--- src/rtl/modexp_seq.sv ---
// Left-to-right square-and-multiply sequencer for the shared modular multiplier.
// Optional macro MODEXP_SKIP_LEADING_ZEROS_EN skips squarings of 1 before the first set exponent bit.
module modexp_seq #(
   parameter int E_W   = 6,
   parameter int CNT_W = 8
) (
   input  logic             clk,
   input  logic             rst_n,
   input  logic             start,
   input  logic [E_W-1:0]   exp,
   input  logic             mul_done,
   output logic             mul_start,
   output logic             b_sel,
   output logic             res_load,
   output logic             res_sel,
   output logic             busy,
   output logic             done,
   output logic [CNT_W-1:0] mul_cnt
);

   localparam int IDX_W = (E_W > 1) ? $clog2(E_W) : 1;
   localparam logic [IDX_W-1:0] IDX_TOP = IDX_W'(E_W - 1);
   localparam logic [IDX_W-1:0] IDX_ONE = IDX_W'(1);
   localparam logic [CNT_W-1:0] CNT_ONE = CNT_W'(1);

   typedef enum logic [2:0] {
      S_IDLE,
      S_INIT,
      S_SQ_START,
      S_SQ_WAIT,
      S_MUL_START,
      S_MUL_WAIT,
      S_NEXT,
      S_DONE
   } state_t;

   state_t           state_q, state_d;
   logic [E_W-1:0]   exp_q, exp_d;
   logic [IDX_W-1:0] idx_q, idx_d;
   logic [CNT_W-1:0] cnt_q, cnt_d;
   logic [CNT_W-1:0] cnt_inc;
   logic             cur_bit;
`ifdef MODEXP_SKIP_LEADING_ZEROS_EN
   logic             lead_q, lead_d;
`endif

   always_ff @(posedge clk) begin
      if (!rst_n) begin
         state_q <= S_IDLE;
         exp_q   <= '0;
         idx_q   <= '0;
         cnt_q   <= '0;
`ifdef MODEXP_SKIP_LEADING_ZEROS_EN
         lead_q  <= 1'b0;
`endif
      end else begin
         state_q <= state_d;
         exp_q   <= exp_d;
         idx_q   <= idx_d;
         cnt_q   <= cnt_d;
`ifdef MODEXP_SKIP_LEADING_ZEROS_EN
         lead_q  <= lead_d;
`endif
      end
   end

   assign cur_bit = exp_q[idx_q];
   // Saturating count keeps the last value visible on long exponents
   assign cnt_inc = (&cnt_q) ? cnt_q : cnt_q + CNT_ONE;
   assign mul_cnt = cnt_q;

   always_comb begin
      state_d   = state_q;
      exp_d     = exp_q;
      idx_d     = idx_q;
      cnt_d     = cnt_q;
`ifdef MODEXP_SKIP_LEADING_ZEROS_EN
      lead_d    = lead_q;
`endif
      mul_start = 1'b0;
      b_sel     = 1'b0;
      res_load  = 1'b0;
      res_sel   = 1'b0;
      busy      = (state_q != S_IDLE);
      done      = 1'b0;

      unique case (state_q)
         S_IDLE: begin
            if (start) begin
               exp_d   = exp;
               idx_d   = IDX_TOP;
               cnt_d   = '0;
`ifdef MODEXP_SKIP_LEADING_ZEROS_EN
               lead_d  = 1'b1;
`endif
               state_d = S_INIT;
            end
         end
         S_INIT: begin
            res_load = 1'b1;
            state_d  = S_SQ_START;
         end
         S_SQ_START: begin
`ifdef MODEXP_SKIP_LEADING_ZEROS_EN
            if (lead_q) begin
               if (cur_bit) begin
                  lead_d  = 1'b0;
                  state_d = S_MUL_START;
               end else begin
                  state_d = S_NEXT;
               end
            end else begin
`endif
               mul_start = 1'b1;
               cnt_d     = cnt_inc;
               state_d   = S_SQ_WAIT;
`ifdef MODEXP_SKIP_LEADING_ZEROS_EN
            end
`endif
         end
         S_SQ_WAIT: begin
            res_sel = 1'b1;
            if (mul_done) begin
               res_load = 1'b1;
               state_d  = cur_bit ? S_MUL_START : S_NEXT;
            end
         end
         S_MUL_START: begin
            mul_start = 1'b1;
            b_sel     = 1'b1;
            cnt_d     = cnt_inc;
            state_d   = S_MUL_WAIT;
         end
         S_MUL_WAIT: begin
            b_sel   = 1'b1;
            res_sel = 1'b1;
            if (mul_done) begin
               res_load = 1'b1;
               state_d  = S_NEXT;
            end
         end
         S_NEXT: begin
            if (idx_q == '0) begin
               state_d = S_DONE;
            end else begin
               idx_d   = idx_q - IDX_ONE;
               state_d = S_SQ_START;
            end
         end
         S_DONE: begin
            done    = 1'b1;
            state_d = S_IDLE;
         end
         default: begin
            state_d = S_IDLE;
         end
      endcase
   end

endmodule

--- config.mk ---
export PLATFORM = sky130hd
export DESIGN_NAME = modexp_seq
export DESIGN_NICKNAME = d
export VERILOG_FILES = /design/src/rtl/modexp_seq.sv
export SDC_FILE = /design/constraint.sdc
export NUM_CORES = 1
export LEC_CHECK = 0
export ABC_AREA = 0
export CAP_MARGIN = 25
export CORE_MARGIN = 10
export CORE_UTILIZATION = 48
export CTS_BUF_LIST = sky130_fd_sc_hd__clkbuf_8
export DETAILED_ROUTE_END_ITERATION = 12
export GPL_ROUTABILITY_DRIVEN = 0
export GPL_TIMING_DRIVEN = 0
export PLACE_DENSITY = 0.75
export RECOVER_POWER = 100
export SLEW_MARGIN = 20
export SYNTH_ARGS = -nofsm -noshare
export SYNTH_HDL_FRONTEND = slang
export SYNTH_SLANG_ARGS = --single-unit
--- constraint.sdc ---
create_clock -name clk -period 2.1 [get_ports clk]
set_input_delay 0.42 -clock clk [delete_from_list [all_inputs] [get_ports clk]]
set_output_delay 0.42 -clock clk [all_outputs]
set_load 0.005 [all_outputs]
==> results of run 1 <==
==> area by class of cell <==
type	count	area, um2	share of cell area
Timing Repair Buffer	29	275	0.174
Inverter	6	30.0	0.0190
Buffer	7	65.1	0.0412
Sequential cell	20	402	0.255
Tap cell	28	35.0	0.0222
Multi-Input combinational cell	103	716	0.454
Clock buffer	4	55.1	0.0349
==> metrics by stage <==
step	power, uW	instance area [um2]
5_1_grt	1070	1580
4_1_cts	1000	1530
3_5_place_dp	703	1450
3_3_place_gp	695	1450
6_report	1010	1580
2_1_floorplan	604	1180
==> cells in the mapped netlist (all sizes together) (2+ instances only) <==
cell type  instances  area share
nand2b             4       0.021
nand3              5       0.021
buf                6       0.043
mux2i              4       0.034
a21boi             9       0.057
inv                6       0.019
xor2               2       0.015
and3               2       0.011
nand4              4       0.021
o21ai              8       0.037
nand2             24       0.076
and2               7       0.037
a2111o             4       0.038
a21oi              6       0.025
ha                 3       0.032
o211ai             2       0.017
dfxtp             20        0.34
nor2               2      0.0064
==> registers in the layout (all words and copies together) (netlist names) <==
register  cells
exp_q         6
idx_q         3
mul_cnt       8
state_q       3
==> worst max-delay path: stages, from the launching register on <==
cell             delay (ps)
dfxtp_2                 330
buf_6                   130
xor2_4                  190
and2_1                  170
clkdlybuf4s50_1         510
==> cell families (layout without fill, tap and decap cells) <==
family	count (synthesis)	after routing	share of synthesized area
multiplexers	5	5	0.0529
AND/OR/NAND/NOR	55	55	0.256
flip-flops	20	20	0.339
AO/OA/AOI/OAI	37	37	0.232
XOR/XNOR	2	2	0.0148
buffers and inverters	13	46	0.0656
adder cells (fa/ha/maj)	4	4	0.0402
==> final timing paths <==
kind | cells after the start | end | slack [ps] | from
max | 4 | mul_start | 100 | state_q[1]
min | 2 | exp_q[1] | 470 | exp_q[1]
max reg2reg | 8 | mul_cnt[6] | 310 | state_q[2]
min reg2reg | 2 | exp_q[1] | 470 | exp_q[1]
==> what timing repair did <==
action	in CTS	in global routing
gates cloned	0	0
hold endpoints to repair	0	0
gates resized for setup	6	5
endpoints found under the setup margin	4	3
setup buffers	3	3
==> placed cells by master, fill, tap and decap left out, types with 2 or more instances in the layout <==
cell type and n:
a2111o_1 4, a21boi_0 9, a21oi_1 6, and2_1 6
and3_1 2, buf_4 6, buf_6 5, clkbuf_8 4
clkdlybuf4s50_1 10, clkinvlp_4 2, dfxtp_1 19, dlygate4sd2_1 2
dlygate4sd3_1 10, ha_1 3, inv_1 4, mux2i_1 4
nand2_1 24, nand2b_1 4, nand3_1 5, nand4_1 4
nor2_1 2, o21ai_0 6, o21ai_1 2
==> report_power, final <==
group          internal, uW  switching (uW)  total (uW)
registers               406            22.8         429
clock network           167             123         289
logic                   150             145         294
total                   723             290        1010
==> routing by layer <==
layer	global-route usage	share of wire	vias to the layer above
met3	0.0314	0.063	2
met4	0.0348	0.0064	0
met5	0	0	-
li1	-	-	557
met2	0.183	0.46	34
met1	0.149	0.47	490
==> impl_metrics.yaml, run 1 <==
run_status:
  status: "finished, final reports clean"
clocking:
  cts_max_path_buffers: 2
  insertion_delay_ps: 250
  clk_pin_slew_ps: 70
  hold_buffers: 0
  cts.sinks: 20
  htreeDepth: 1
  cts_tree: "done"
  cts_buffers: 3
  clockRootBuffer: "clkbuf_8"
power:
  p_leak_uw: 0.000625
  peakVddDrop_mv: 0.516
  power.density_nw_per_um2: 642
die:
  io-pin-count: 24
  core.rowCount: 17
  chipHeight_um: 69.6
  coreArea_um2: 2280
  initial_utilization: 0.520
  die_width_um: 69.6
  die_area_um2: 4850
setup_path:
  timing_worst_setup_path_type: "reg2out"
  start_kind: "register"
  cp_max_fo: 5
  critical_path_required_ps: 1680
  arrival_ps: 1580
  cp-end-kind: "output pin"
final_layout:
  n_fill_cell: 197
  area_growth_pct: 33.4
  nNetsFinal: 183
  stdcell_count: 197
  final_layout_size_suffix_gt1_frac: 0.136
  n_antenna_cell: 0
  utilization: 0.693
sta:
  rsz0062_at_grt: "false"
  drv_slew: 0
  hold_ws_ps: 466
  finalSetupViolations: 0
  slew_headroom: 0.677
  worst_pin_slew_ps: 482
  hold_violations: 0
  finalCritPeriodShare: 0.951
  fin_skew_ps: 0.878
  clock.fmax_mhz: 501
  setup_tns_ps: 0
  layout_min_cycle_time_ps: 2000
  setup_ws_ps: 102
global_routing:
  grt_start_max_net_pins: 12
  grt_pass1_wl_um: 4920
  track_usage: 0.116
  antenna_found_initial: 0
  grt-ovfl-total: 0
  first_global_vias: 1042
routing:
  wl_per_cell_um: 14.3
  drtPass1Iterations: 4
  drt_wl_total_um: 2810
  drtAntennaViolNets: 0
  num_vias: 1083
  drc_errors: 0
  vias_per_cell: 5.50
  drt-initial-drc-count: 42
job:
  maxCapViolCount: 0
placed_design:
  pre_cts_ws_ps: -165
  hpwlAfterDp_um: 2090
  io_buffers: 23
  placedCellCount: 187
synthesis:
  yosysSeqAreaShare: 0.339
  syn_inst: 136
  ys_ff_latch: 20
  ys.warnings.count: 0
  syn-num-nets: 149
  synth_area_um2: 1180
  ys_types: 41
  synthFlopType: "dfxtp_1"
  avgSynthCellArea_um2: 8.69
  synth_edf_count: 0
  async_flop_share: 0
worst_hold_path:
  hp-class: "reg2reg"
No activity file was read; power rests on OpenSTA's default activity.
==> inputs of run 2 (changes only) <==
- CTS_CLUSTER_DIAMETER: unset -> 200
==> results of run 2 <==
Same layout as run 1: the final DEF is identical, and so are final timing and power.
